==> config.mk <==
export PLATFORM = sky130hd
export DESIGN_NAME = lnrv_icb_arbiter
export DESIGN_NICKNAME = d
export VERILOG_FILES = /design/src/rtl/lnrv_icb_arbiter.sv
export SDC_FILE = /design/constraint.sdc
export NUM_CORES = 1
export LEC_CHECK = 0
export CAP_MARGIN = 20
export CORE_AREA = 5 5 208 210
export CTS_BUF_LIST = sky130_fd_sc_hd__clkbuf_8
export CTS_CLUSTER_SIZE = 16
export DETAILED_ROUTE_END_ITERATION = 8
export DIE_AREA = 0 0 213 215
export GPL_TIMING_DRIVEN = 0
export PLACE_DENSITY_LB_ADDON = 0.05
export SYNTH_ARGS = -nofsm -noshare
export SYNTH_HDL_FRONTEND = slang
export SYNTH_SLANG_ARGS = --single-unit
==> constraint.sdc <==
create_clock -name clk -period 2.1 [get_ports clk]
set_clock_uncertainty 0.15 [all_clocks]
set_input_delay 0.21 -clock clk [delete_from_list [all_inputs] [get_ports clk]]
set_output_delay 0.21 -clock clk [all_outputs]
set_load 0.01 [all_outputs]
==> src/rtl/lnrv_icb_arbiter.sv <==
// N-to-1 ICB arbiter: round-robin command arbitration, grant hold across slave
// back-pressure and in-order response routing via an outstanding grant-index FIFO.
// Optional build macro: LNRV_ICB_ARB_FIXED_PRIO_EN (fixed priority, master 0 highest).
module lnrv_icb_arbiter #(
  parameter int unsigned P_ADDR_WIDTH = 32,
  parameter int unsigned P_DATA_WIDTH = 32,
  parameter int unsigned P_ICB_COUNT  = 4,
  parameter int unsigned P_OTS_COUNT  = 2
) (
  input  logic                                  clk,
  input  logic                                  reset_n,
  // master side
  input  logic [P_ICB_COUNT-1:0]                mn_icb_cmd_vld,
  output logic [P_ICB_COUNT-1:0]                mn_icb_cmd_rdy,
  input  logic [P_ICB_COUNT-1:0]                mn_icb_cmd_write,
  input  logic [P_ADDR_WIDTH*P_ICB_COUNT-1:0]   mn_icb_cmd_addr,
  input  logic [P_DATA_WIDTH*P_ICB_COUNT-1:0]   mn_icb_cmd_wdata,
  input  logic [P_DATA_WIDTH/8*P_ICB_COUNT-1:0] mn_icb_cmd_wstrb,
  input  logic [3*P_ICB_COUNT-1:0]              mn_icb_cmd_size,
  output logic [P_ICB_COUNT-1:0]                mn_icb_rsp_vld,
  input  logic [P_ICB_COUNT-1:0]                mn_icb_rsp_rdy,
  output logic [P_DATA_WIDTH*P_ICB_COUNT-1:0]   mn_icb_rsp_rdata,
  output logic [P_ICB_COUNT-1:0]                mn_icb_rsp_err,
  // slave side
  output logic                                  s_icb_cmd_vld,
  input  logic                                  s_icb_cmd_rdy,
  output logic                                  s_icb_cmd_write,
  output logic [P_ADDR_WIDTH-1:0]               s_icb_cmd_addr,
  output logic [P_DATA_WIDTH-1:0]               s_icb_cmd_wdata,
  output logic [P_DATA_WIDTH/8-1:0]             s_icb_cmd_wstrb,
  output logic [2:0]                            s_icb_cmd_size,
  input  logic                                  s_icb_rsp_vld,
  output logic                                  s_icb_rsp_rdy,
  input  logic [P_DATA_WIDTH-1:0]               s_icb_rsp_rdata,
  input  logic                                  s_icb_rsp_err
);

  localparam int unsigned IdxW  = $clog2(P_ICB_COUNT);
  localparam int unsigned PtrW  = (P_OTS_COUNT > 1) ? $clog2(P_OTS_COUNT) : 1;
  // Storage rounded up to a power of two so pointers index it without width loss;
  // pointers still wrap at P_OTS_COUNT.
  localparam int unsigned FifoD = 1 << PtrW;
  localparam int unsigned CntW  = $clog2(P_OTS_COUNT + 1);
  localparam int unsigned StrbW = P_DATA_WIDTH / 8;

  logic [IdxW-1:0] fifo_q [FifoD];
  logic [PtrW-1:0] wr_ptr_q, rd_ptr_q;
  logic [CntW-1:0] cnt_q, cnt_d;
  logic            hold_q;
  logic [IdxW-1:0] hold_idx_q;

  logic            full, empty, push, pop;
  logic            arb_vld, gnt_req, gnt_vld;
  logic [IdxW-1:0] arb_idx, gnt_idx, head_idx;

  assign full  = (cnt_q == CntW'(P_OTS_COUNT));
  assign empty = (cnt_q == '0);
  assign push  = gnt_vld & s_icb_cmd_rdy;
  assign pop   = s_icb_rsp_vld & s_icb_rsp_rdy;

`ifdef LNRV_ICB_ARB_FIXED_PRIO_EN
  // Fixed priority: lowest requesting index wins.
  always_comb begin
    arb_vld = 1'b0;
    arb_idx = '0;
    for (int k = P_ICB_COUNT - 1; k >= 0; k--) begin
      if (mn_icb_cmd_vld[k]) begin
        arb_vld = 1'b1;
        arb_idx = IdxW'(k);
      end
    end
  end
`else
  logic [IdxW-1:0] rr_ptr_q;
  logic [IdxW-1:0] cand_idx;

  // Round-robin: first requester at or after rr_ptr, wrapping; descending scan so
  // the nearest candidate is written last.
  always_comb begin
    arb_vld  = 1'b0;
    arb_idx  = '0;
    cand_idx = '0;
    for (int k = P_ICB_COUNT - 1; k >= 0; k--) begin
      cand_idx = IdxW'((int'(rr_ptr_q) + k) % P_ICB_COUNT);
      if (mn_icb_cmd_vld[cand_idx]) begin
        arb_vld = 1'b1;
        arb_idx = cand_idx;
      end
    end
  end

  // Advance the pointer past the master whose command was accepted.
  always_ff @(posedge clk or negedge reset_n) begin
    if (!reset_n) begin
      rr_ptr_q <= '0;
    end else if (push) begin
      rr_ptr_q <= (gnt_idx == IdxW'(P_ICB_COUNT - 1)) ? '0 : gnt_idx + 1'b1;
    end
  end
`endif

  // Grant selection: a live hold pins the grant; a dropped held request falls
  // back to normal arbitration. No grant while the FIFO is full.
  always_comb begin
    if (hold_q && mn_icb_cmd_vld[hold_idx_q]) begin
      gnt_req = 1'b1;
      gnt_idx = hold_idx_q;
    end else begin
      gnt_req = arb_vld;
      gnt_idx = arb_idx;
    end
    gnt_vld = gnt_req & ~full;
  end

  // Hold register: set while a presented command is back-pressured.
  always_ff @(posedge clk or negedge reset_n) begin
    if (!reset_n) begin
      hold_q     <= 1'b0;
      hold_idx_q <= '0;
    end else begin
      hold_q     <= gnt_vld & ~s_icb_cmd_rdy;
      hold_idx_q <= gnt_idx;
    end
  end

  assign s_icb_cmd_vld   = gnt_vld;
  assign s_icb_cmd_write = mn_icb_cmd_write[gnt_idx];
  assign s_icb_cmd_addr  = mn_icb_cmd_addr[gnt_idx*P_ADDR_WIDTH +: P_ADDR_WIDTH];
  assign s_icb_cmd_wdata = mn_icb_cmd_wdata[gnt_idx*P_DATA_WIDTH +: P_DATA_WIDTH];
  assign s_icb_cmd_wstrb = mn_icb_cmd_wstrb[gnt_idx*StrbW +: StrbW];
  assign s_icb_cmd_size  = mn_icb_cmd_size[gnt_idx*3 +: 3];

  // Only the granted master sees the slave ready.
  always_comb begin
    mn_icb_cmd_rdy = '0;
    if (gnt_vld && s_icb_cmd_rdy) mn_icb_cmd_rdy[gnt_idx] = 1'b1;
  end

  assign head_idx      = fifo_q[rd_ptr_q];
  assign s_icb_rsp_rdy = ~empty & mn_icb_rsp_rdy[head_idx];

  // Route the slave response to the FIFO head master; nothing routed when empty.
  always_comb begin
    mn_icb_rsp_vld   = '0;
    mn_icb_rsp_rdata = '0;
    mn_icb_rsp_err   = '0;
    if (!empty) begin
      mn_icb_rsp_vld[head_idx]                                = s_icb_rsp_vld;
      mn_icb_rsp_rdata[head_idx*P_DATA_WIDTH +: P_DATA_WIDTH] = s_icb_rsp_rdata;
      mn_icb_rsp_err[head_idx]                                = s_icb_rsp_err;
    end
  end

  // Occupancy next-state.
  always_comb begin
    cnt_d = cnt_q;
    unique case ({push, pop})
      2'b10:   cnt_d = cnt_q + 1'b1;
      2'b01:   cnt_d = cnt_q - 1'b1;
      default: cnt_d = cnt_q;
    endcase
  end

  // FIFO pointers and count; reset discards all outstanding entries.
  always_ff @(posedge clk or negedge reset_n) begin
    if (!reset_n) begin
      wr_ptr_q <= '0;
      rd_ptr_q <= '0;
      cnt_q    <= '0;
    end else begin
      cnt_q <= cnt_d;
      if (push) wr_ptr_q <= (wr_ptr_q == PtrW'(P_OTS_COUNT - 1)) ? '0 : wr_ptr_q + 1'b1;
      if (pop)  rd_ptr_q <= (rd_ptr_q == PtrW'(P_OTS_COUNT - 1)) ? '0 : rd_ptr_q + 1'b1;
    end
  end

  // FIFO storage; contents are qualified by the count so no reset is needed.
  always_ff @(posedge clk) begin
    if (push) fifo_q[wr_ptr_q] <= gnt_idx;
  end

endmodule
== Yosys cells after proc, flatten, opt, wreduce, memory -nomap -nowiden ==
Memory sizes are Yosys's and may differ from the RTL's.
Cells that the tools add are included.
Storage, ports and cells
  memory bits (writable): 4
  flip-flop bits (word level): 9
  memories: 1
  logic and storage cells: 91
  output and inout port bits: 214
  bits of input ports: 333
Operators by class
  add/sub/neg operators: 9
  multiply operators: 1
  $lt $le $gt $ge: 9
  muxes and demuxes: 38
  eq/ne operators: 4
  reductions and logical operators: 6
  bitwise gates (word level): 11
  shift operators: 6
Memories
  fifo_q: words 2, width 2, read ports 1, clocked after memory_dff 0, wr ports 1, line 46  | logic [IdxW-1:0] fifo_q [FifoD];
Operators by type and width (number)
  variable part select 128 x 8 -> 32 bit: 2
  bitwise AND 128 bit: 1
  2-to-1 mux 128 bit: 1
  variable shift 32 x 34 -> 128 bit (first input constant): 1
  variable part select 32 x 34 -> 128 bit: 1
  negation 7 -> 34 bit: 1
  < comparator 2 x 3 -> 1 bit (second input constant): 7
  2-to-1 mux 1 bit: 18
  variable part select 16 x 5 -> 4 bit: 1
  binary-select mux 1 bit (select 2 bit): 7
  2-to-1 mux 2 bit: 6
  2-to-1 mux 4 bit: 3
  variable part select 12 x 5 -> 3 bit: 1
  bitwise AND 4 bit: 2
  adder 2 x 1 -> 2 bit (second input constant): 3
  equality test 2 bit (second input constant): 3
  bitwise AND 1 bit: 5
  adder 2 bit (second input constant): 2
  demux 1 bit (select 2 bit): 2
  >= comparator 2 x 1 -> 1 bit (second input constant): 2
  logical AND 1 bit: 4
  multiplier 2 x 2 -> 4 bit (second input constant): 1
  case mux 2 bit (2 select lines): 1
  NOT 1 bit: 3
  other kinds (5): 6

== Logic depth before layout (Yosys ltp) ==
Gate-level depths: netlist of the first run.
  depth after elaboration: 13
  gate-level depth with buffers: 9
  gate-level depth less buffers: 8

== Worst setup path after synthesis of the first run ==
OpenSTA, ideal clock, no wires.
  path kind: register to output
  start: register rd_ptr_q
  end: output mn_icb_rsp_rdata[34]
  path buffers: 1
  cell stages (with the launch flop): 8
  setup slack: -271 ps
  data arrival time: 2011 ps
  cells stage by stage: dfrtp_1 > mux2i_2 > inv_1 > ha_1 > nand2b_1 > nor4_4 > clkbuf_1 > and2_1
On the way
  word-level cells in the longest chain between the ends: 5
Ends and longest elaborated chain
  start: declaration: line 47  | logic [PtrW-1:0] wr_ptr_q, rd_ptr_q;
  start signal: assignment: line 173  | if (pop) rd_ptr_q <= (rd_ptr_q == PtrW'(P_OTS_COUNT - 1)) ? '0 : rd_ptr_q + 1'b1;
  memory read (2 x 2 bit) (*)
  negation 7 -> 34 bit (*): line 149  | mn_icb_rsp_rdata[head_idx*P_DATA_WIDTH +: P_DATA_WIDTH] = s_icb_rsp_rdata;
  variable part select 32 x 34 -> 128 bit or variable shift 32 x 34 -> 128 bit (tied branches): line 149
  bitwise AND 128 bit (no source line) (*)
  2-to-1 mux 128 bit (*): line 147  | if (!empty) begin
  end: declaration: line 22  | output logic [P_DATA_WIDTH*P_ICB_COUNT-1:0] mn_icb_rsp_rdata,
Mark *: on every way between the ends. The rest lies on a longest branch, timed or not.

== Worst setup path after layout of the first run ==
  start: register rd_ptr_q
  end: output mn_icb_rsp_rdata[10]
Same word-level chain as after synthesis.

==> reports/metrics.json, run 1 <==
{
  "grt_util_all_layers_pct": 14.5,
  "drcViolationCount": 0,
  "drtAntennaViolNets": 0,
  "critical_path.cell_chain": "mux2i_4 > buf_6 > buf_6 > ha_4 > buf_6 > nand3_4 > nor3_4 > buf_12 > clkbuf_16 > buf_6 > and2_4 > buf_6",
  "globalRouteOverflowTotal": 0,
  "worst-path-max-fanout": 7,
  "source_to_sink_clock_delay_at_the_later_pin_of_the_worst_skew_pair_ns": 0.24,
  "clock_path_buffers": 2,
  "critical_path.most_common_cell": "sky130_fd_sc_hd__buf_6",
  "worst-endpoint-arrival_ns": 2.44,
  "area_of_the_placeable_core_sq_um": 41400,
  "syn-mean-instance-area_sq_um": 9.02,
  "setup.worst_path.class": "flip-flop to output pin",
  "detail_route.iter0.violations": 105,
  "run_status": "complete, but fails checks",
  "commonest_cells_after_routing_fill_and_taps_aside": "sky130_fd_sc_hd__clkdlybuf4s50_1, sky130_fd_sc_hd__mux2i_1, sky130_fd_sc_hd__buf_6, sky130_fd_sc_hd__and2_4, sky130_fd_sc_hd__buf_2",
  "hold_violations": 0,
  "cts_inserted_buffers": 3,
  "slowest_delay_ns": 0.43,
  "synth_cell_type_count": 41,
  "grt_pass1_vias": 6587,
  "asyncSetResetFlopFracSynth_pct": 69.2,
  "yosysSeqAreaShare_pct": 8.09,
  "leakage_uw": 0.00597,
  "detail_route.vias_per_cell": 3.70,
  "antenna_found_initial": 26,
  "cts.sink_count": 13,
  "filler_cells_inserted": 4453,
  "yosysTopAreaCellShare_pct": 51.6,
  "setup_total_negative_slack_ns": -114.27,
  "final_max_tran_viols": 0,
  "drt_pass1_iterations": 4,
  "timing.slew.headroom_pct": 46.7,
  "initial_core_util_pct": 10.3,
  "routed_wl_mm": 35.9,
  "die_area_sq_um": 45800,
  "violations": "setup timing",
  "die_h_um": 215,
  "post_synth_main_area_contributors": "sky130_fd_sc_hd__mux2i_1, sky130_fd_sc_hd__and2_1, sky130_fd_sc_hd__dfrtp_1",
  "synth_enable_flop_cells": 4,
  "via_count": 6202,
  "synthFlopType": "sky130_fd_sc_hd__dfrtp_1",
  "mostFrequentLayoutCell": "sky130_fd_sc_hd__clkdlybuf4s50_1",
  "power.total_uw": 12800,
  "period_share_pct": 133,
  "post_synth_inst_count": 473,
  "die_width_um": 213,
  "finalWeightedCongestion": 0.778,
  "final_layout_size_suffix_gt1_share_pct": 42.9,
  "io_pins": 547,
  "detail_route.wl_per_cell_um": 21.4,
  "timing.final.crit_period_ns": 2.80,
  "setup_viol_count_final": 217,
  "ys_ff_latch": 13,
  "syn2layout_area_growth_pct": 189,
  "nNetsFinal": 1476,
  "fin_ws_ns": -0.702,
  "number_of_maximum_capacitance_constraint_violations": 0,
  "clk_transition_reported_paths_ns": 0.05,
  "synthesis.yosys.warnings": 0,
  "io_buffers": 546,
  "tritoncts": "built",
  "placed_wire_length_estimate_after_detailed_placement_mm": 30.0,
  "worst_setup_path_start_kind": "flip-flop",
  "clock_tree.htree_level_count": 1,
  "grt_setup_unrepaired": "yes",
  "number_of_nets_in_the_synthesized_netlist": 816,
  "rows": 75,
  "clk_root_buf": "sky130_fd_sc_hd__clkbuf_8",
  "netlist_area_sq_um": 4270,
  "min-delay-path-class": "input pin to asynchronous set/reset pin",
  "grt_first_pass_wirelength_mm": 48.9,
  "worst_pin_slew_ns": 0.797,
  "worstSetupEndpointType": "output pin",
  "crit_slowest_cell": "sky130_fd_sc_hd__dfrtp_2",
  "cellPowerDensity_nw_per_um2": 1030,
  "worst-endpoint-required_ns": 1.74,
  "fmax_ghz": 0.357,
  "worst_supply_voltage_drop_on_vdd_mv": 0.321,
  "synthDominantAreaCellType": "sky130_fd_sc_hd__mux2i_1",
  "grt_start_max_net_pins": 12
}
[routing by layer]
layer	global-route usage, %	wire length [um]
met3	6.62	3970
met5	0	207
met4	3.09	772
met1	13.6	11300
met2	28.4	19600
[path summary, 6_finish.rpt]
path	from	to	slack, ns	cells past startpoint
worst max-delay path	rd_ptr_q	mn_icb_rsp_rdata[10]	-0.70	12
worst min-delay path	reset_n	wr_ptr_q	0.14	1
worst max register to register	hold_idx_q[1]	rr_ptr_q[1]	-0.26	11
worst min register to register	wr_ptr_q	wr_ptr_q	0.34	1
max in group asynchronous	reset_n	rd_ptr_q	1.32	1
min in group clk	wr_ptr_q	wr_ptr_q	0.34	1
[timing repair]
item | in CTS | in global routing
endpoints found under the hold margin | 0 | 0
pin swaps | 20 | 8
hold buffers | 0 | 0
cloned | 15 | 2
resized for setup | 1055 | 157
setup buffers | 84 | 15
setup endpoints to repair | 222 | 220
[cells in the mapped netlist (2+ instances only)]
master / n
sky130_fd_sc_hd__mux2i_1: 220
sky130_fd_sc_hd__and2_1: 130
sky130_fd_sc_hd__and3_1: 14
sky130_fd_sc_hd__ha_1: 10
sky130_fd_sc_hd__dfrtp_1: 9
sky130_fd_sc_hd__buf_4: 8
sky130_fd_sc_hd__clkbuf_4: 8
sky130_fd_sc_hd__buf_2: 7
sky130_fd_sc_hd__clkbuf_1: 7
sky130_fd_sc_hd__buf_8: 6
sky130_fd_sc_hd__nand2_1: 5
sky130_fd_sc_hd__edfxtp_1: 4
sky130_fd_sc_hd__nor2_1: 4
sky130_fd_sc_hd__inv_1: 3
sky130_fd_sc_hd__nand2b_1: 3
sky130_fd_sc_hd__xnor2_1: 3
sky130_fd_sc_hd__a21oi_1: 2
sky130_fd_sc_hd__inv_2: 2
sky130_fd_sc_hd__mux2_4: 2
sky130_fd_sc_hd__nand2_4: 2
sky130_fd_sc_hd__nor4_4: 2
sky130_fd_sc_hd__o21ai_0: 2
sky130_fd_sc_hd__xor2_1: 2
[power breakdown]
part / leakage, uW / total, uW / internal (uW) / switching (uW)
Sequential: 0.000143 / 532 / 396 / 136
Combinational: 0.00580 / 12000 / 6890 / 5120
Clock: 0.0000269 / 216 / 129 / 86.8
Total: 0.00597 / 12800 / 7420 / 5340
[sequential cells by signal (all words and copies together), names as in the netlist]
| signal | cells |
|---|---|
| rr_ptr_q | 2 |
| cnt_q | 2 |
| wr_ptr_q | 1 |
| rd_ptr_q | 1 |
| fifo_q | 4 |
| hold_q | 1 |
| hold_idx_q | 2 |
[final cells by class]
| cell class | count | area, sq um | share of cell area (%) |
|---|---|---|---|
| repair inverters | 1 | 8.76 | 0.0710 |
| well taps | 539 | 674 | 5.47 |
| diodes | 4 | 10.0 | 0.0812 |
| clock buffers | 3 | 41.3 | 0.335 |
| repair buffers | 656 | 6520 | 52.9 |
| inverters | 6 | 47.5 | 0.386 |
| plain buffers | 34 | 591 | 4.79 |
| clock inverters | 1 | 3.75 | 0.0304 |
| multi-input cells | 418 | 4080 | 33.1 |
| flip-flops and latches | 13 | 348 | 2.82 |
[kinds of logic (layout without fill, tap and decap cells)]
kind of cell               Yosys count  in the layout  synth area share (%)
DFF                                 13             13                  8.09
buffers and inverters               42            701                  6.95
xor gates and xnor gates             5              5                  1.03
AOI/OAI and AO/OA                    9              9                  1.73
other                                0              4                     0
and+or+nand+nor                    169            169                  25.8
muxes                              225            225                  53.4
adders and majority gates           10             10                  2.93
[per-stage QoR]
stage          hold WS [ns]  cell area (sq um)  std cells  utilization (%)  worst slack (ns)
6_report              0.139              12300       1675             29.8            -0.702
5_1_grt               0.176              12300       1674             29.8            -0.831
4_1_cts               0.174              11800       1659             28.4            -0.751
3_5_place_dp          0.330              10600       1558             25.7             -1.26
3_3_place_gp          0.331              10600       1558             25.7             -1.28
2_1_floorplan        -0.236               4490        473                -            -0.105
[critical path: cells and delay by family (launching register included)]
kind | cells | cell delay [ns]
muxes | 1 | 0.32
DFF | 1 | 0.43
and+or+nand+nor | 3 | 0.42
adders and majority gates | 1 | 0.16
buffers and inverters | 7 | 0.86
Power figures use the tool's default switching activity.
==> run 2: changes to the inputs <==
--- a/config.mk
+++ b/config.mk
@@ -8,6 +8,7 @@
 export CAP_MARGIN = 20
 export CORE_AREA = 5 5 208 210
 export CTS_BUF_LIST = sky130_fd_sc_hd__clkbuf_8
+export CTS_CLUSTER_DIAMETER = 60
 export CTS_CLUSTER_SIZE = 16
 export DETAILED_ROUTE_END_ITERATION = 8
 export DIE_AREA = 0 0 213 215
==> results of run 2 <==
Same layout as run 1: the final DEF is identical, and so are final timing and power.
==> run 3: changes to the inputs <==
--- a/config.mk
+++ b/config.mk
@@ -6,7 +6,7 @@
 export NUM_CORES = 1
 export LEC_CHECK = 0
 export CAP_MARGIN = 20
-export CORE_AREA = 5 5 208 210
+export CORE_AREA = 2 2 211 213
 export CTS_BUF_LIST = sky130_fd_sc_hd__clkbuf_8
 export CTS_CLUSTER_DIAMETER = 60
 export CTS_CLUSTER_SIZE = 16
==> reports/metrics.json, run 3 (same netlist as run 1, synthesis figures left out) <==
{
  "final_core_util": {"value": 29.0, "unit": "%", "change": "was 29.8%"},
  "worst_setup_path_start_kind": {"value": "flip-flop", "change": "unchanged"},
  "ff_latch_area": {"value": 349, "unit": "sq um", "change": "was 348 sq um"},
  "cts_inserted_buffers": {"value": 3, "change": "unchanged"},
  "switchingPower": {"value": 5570, "unit": "uW", "change": "was 5340 uW"},
  "registers.top_by_ff_count": {"value": "fifo_q", "change": "unchanged"},
  "timing.slew.headroom": {"value": 49.9, "unit": "%", "change": "was 46.7%"},
  "filler_cells_inserted": {"value": 4663, "change": "was 4453"},
  "drt_pass1_iterations": {"value": 6, "change": "was 4"},
  "detail_route.vias_per_cell": {"value": 3.52, "change": "was 3.70"},
  "tritoncts": {"value": "built", "change": "unchanged"},
  "run_status": {"value": "complete, but fails checks", "change": "unchanged"},
  "cellPowerDensity": {"value": 1050, "unit": "nW/um^2", "change": "was 1030 nW/um^2"},
  "power.share.combinational": {"value": 94.4, "unit": "%", "change": "was 94.1%"},
  "cell_internal_pwr": {"value": 7710, "unit": "uW", "change": "was 7420 uW"},
  "globalRouteOverflowTotal": {"value": 0, "change": "unchanged"},
  "grt_util_all_layers": {"value": 14.2, "unit": "%", "change": "was 14.5%"},
  "die_area": {"value": 45800, "unit": "sq um", "change": "unchanged"},
  "detail_route.wl_per_cell": {"value": 20.3, "unit": "um", "change": "was 21.4 um"},
  "worst_pin_slew": {"value": 0.749, "unit": "ns", "change": "was 0.797 ns"},
  "via_count": {"value": 6100, "change": "was 6202"},
  "fin_ws": {"value": -0.643, "unit": "ns", "change": "was -0.702 ns"},
  "setup_total_negative_slack": {"value": -110.02, "unit": "ns", "change": "was -114.27 ns"},
  "worst_setup_path_startpoint": {"value": "hold_idx_q[1]", "change": "was rd_ptr_q"},
  "grt_start_max_net_pins": {"value": 12, "change": "unchanged"},
  "source_to_sink_clock_delay_at_the_later_pin_of_the_worst_skew_pair": {"value": 0.24, "unit": "ns", "change": "about the same"},
  "setup_viol_count_final": {"value": 215, "change": "was 217"},
  "routed_wl": {"value": 35.1, "unit": "mm", "change": "was 35.9 mm"},
  "number_of_maximum_capacitance_constraint_violations": {"value": 0, "change": "unchanged"},
  "initial_core_util": {"value": 9.78, "unit": "%", "change": "was 10.3%"},
  "min-delay-path-class": {"value": "input pin to asynchronous set/reset pin", "change": "unchanged"},
  "clock_path_buffers": {"value": 2, "change": "unchanged"},
  "multi_input_comb_area": {"value": 4190, "unit": "sq um", "change": "was 4080 sq um"},
  "worst-path-max-fanout": {"value": 5, "change": "was 7"},
  "worst-endpoint-arrival": {"value": 2.38, "unit": "ns", "change": "was 2.44 ns"},
  "power.total": {"value": 13300, "unit": "uW", "change": "was 12800 uW"},
  "io_buffers": {"value": 546, "change": "unchanged"},
  "rows": {"value": 77, "change": "was 75"},
  "die_width": {"value": 213, "unit": "um", "change": "unchanged"},
  "timing.final.crit_period": {"value": 2.74, "unit": "ns", "change": "was 2.80 ns"},
  "final_layout_size_suffix_gt1_share": {"value": 45.4, "unit": "%", "change": "was 42.9%"},
  "detail_route.iter0.violations": {"value": 83, "change": "was 105"},
  "clk_root_buf": {"value": "sky130_fd_sc_hd__clkbuf_8", "change": "unchanged"},
  "placed_wire_length_estimate_after_detailed_placement": {"value": 28.6, "unit": "mm", "change": "was 30.0 mm"},
  "max_ffs_per_register": {"value": 4, "change": "unchanged"},
  "hold_violations": {"value": 0, "change": "unchanged"},
  "syn2layout_area_growth": {"value": 197, "unit": "%", "change": "was 189%"},
  "setup.worst_path.class": {"value": "flip-flop to output pin", "change": "unchanged"},
  "grt_setup_unrepaired": {"value": "yes", "change": "unchanged"},
  "nNetsFinal": {"value": 1479, "change": "was 1476"},
  "area_of_the_placeable_core": {"value": 43600, "unit": "sq um", "change": "was 41400 sq um"},
  "cts.sink_count": {"value": 13, "change": "unchanged"},
  "part_of_the_power_in_the_clock_network": {"value": 1.6, "unit": "%", "change": "was 1.7%"},
  "sequential_fraction_of_design_power": {"value": 4.0, "unit": "%", "change": "was 4.2%"},
  "drcViolationCount": {"value": 0, "change": "unchanged"},
  "mostFrequentLayoutCell": {"value": "sky130_fd_sc_hd__clkdlybuf4s50_1", "change": "unchanged"},
  "worstSetupEndpointType": {"value": "output pin", "change": "unchanged"},
  "die_h": {"value": 215, "unit": "um", "change": "unchanged"},
  "finalWeightedCongestion": {"value": 0.802, "change": "was 0.778"},
  "clock_tree.htree_level_count": {"value": 1, "change": "unchanged"},
  "final_max_tran_viols": {"value": 0, "change": "unchanged"},
  "grt_first_pass_wirelength": {"value": 46.7, "unit": "mm", "change": "was 48.9 mm"},
  "drtAntennaViolNets": {"value": 0, "change": "unchanged"},
  "clk_transition_reported_paths": {"value": 0.06, "unit": "ns", "change": "was 0.05 ns"},
  "worst_supply_voltage_drop_on_vdd": {"value": 0.380, "unit": "mV", "change": "was 0.321 mV"},
  "period_share": {"value": 131, "unit": "%", "change": "was 133%"},
  "fmax": {"value": 0.365, "unit": "GHz", "change": "was 0.357 GHz"},
  "io_pins": {"value": 547, "change": "unchanged"},
  "grt_pass1_vias": {"value": 6485, "change": "was 6587"},
  "leakage": {"value": 0.00604, "unit": "uW", "change": "was 0.00597 uW"},
  "antenna_found_initial": {"value": 30, "change": "was 26"},
  "critical_path.reg2reg.startpoint": {"value": "hold_idx_q[1]", "change": "unchanged"},
  "violations": {"value": "setup timing", "change": "unchanged"},
  "commonest_cells_after_routing_fill_and_taps_aside": {"value": "sky130_fd_sc_hd__clkdlybuf4s50_1, sky130_fd_sc_hd__mux2i_1, sky130_fd_sc_hd__buf_6, sky130_fd_sc_hd__and2_4, sky130_fd_sc_hd__buf_2", "change": "unchanged"},
  "worst-endpoint-required": {"value": 1.74, "unit": "ns", "change": "about the same"},
  "swShare": {"value": 42.0, "unit": "%", "change": "was 41.9%"}
}
==> run 3: worst max-delay path, stage by stage, from the launching register on <==
cell	delay, ns
sky130_fd_sc_hd__dfrtp_2	0.43
sky130_fd_sc_hd__mux2_4	0.32
sky130_fd_sc_hd__nand3b_4	0.12
sky130_fd_sc_hd__a21boi_4	0.07
sky130_fd_sc_hd__a41oi_4	0.22
sky130_fd_sc_hd__buf_12	0.14
sky130_fd_sc_hd__buf_12	0.10
sky130_fd_sc_hd__buf_12	0.11
sky130_fd_sc_hd__clkbuf_16	0.15
sky130_fd_sc_hd__buf_6	0.10
sky130_fd_sc_hd__mux2i_1	0.19
sky130_fd_sc_hd__buf_4	0.17
==> run 3: path summary, 6_finish.rpt <==
path | to | slack, ns | cells after the start
min in group clk | wr_ptr_q | 0.34 | 1
hold reg to reg | wr_ptr_q | 0.34 | 1
max in group asynchronous | rd_ptr_q | 1.28 | 1
setup / recovery | s_icb_cmd_wdata[8] | -0.64 | 11
hold / removal | hold_q | 0.16 | 1
setup reg to reg | rr_ptr_q[1] | -0.31 | 11
==> run 3: cell type report <==
| cell class | count | area share (%) |
|---|---|---|
| buffer | 35 | 4.91 |
| antenna | 4 | 0.0790 |
| clock inverter | 1 | 0.0296 |
| sequential | 13 | 2.76 |
| clock buffer | 3 | 0.326 |
| tap | 592 | 5.85 |
| multi-input combinational | 418 | 33.1 |
| timing repair buffer | 658 | 52.5 |
| inverter | 6 | 0.395 |
| timing repair inverter | 1 | 0.0889 |
==> run 3: power groups by stage <==
stage / sequential (uW) / clock, uW / combinational [uW]
4_1_cts: 537 / 223 / 11700
2_1_floorplan: 503 / 0 / 5000
3_5_place_dp: 537 / 0 / 9570
3_3_place_gp: 536 / 0 / 9690
5_1_grt: 557 / 235 / 13300
6_report: 535 / 215 / 12500
==> run 3: repair_timing <==
action / in CTS / in global routing
hold endpoints to repair: 0 / 0
resized for setup: 1127 / 164
cloned: 17 / 6
endpoints found under the setup margin: 222 / 221
hold buffers: 0 / 0
buffers inserted: 75 / 26
pin swaps: 20 / 14
==> run 3: layer usage <==
metal  part of all wire [%]  global-route usage, %
met3                     12                   7.19
met2                     53                   27.4
met5                   0.68                      0
met4                    2.3                   3.29
met1                     32                   13.0
==> run 3: metrics by stage <==
stage / cells / hold WS (ns) / setup WS [ns] / cell area [sq um]
after floorplan: 473 / -0.236 / -0.105 / 4490
after global placement: 1611 / 0.330 / -1.19 / 10700
after detailed placement: 1611 / 0.329 / -1.21 / 10700
after CTS: 1707 / 0.168 / -0.715 / 11800
after global routing: 1728 / 0.193 / -0.728 / 12700
final: 1731 / 0.155 / -0.643 / 12700
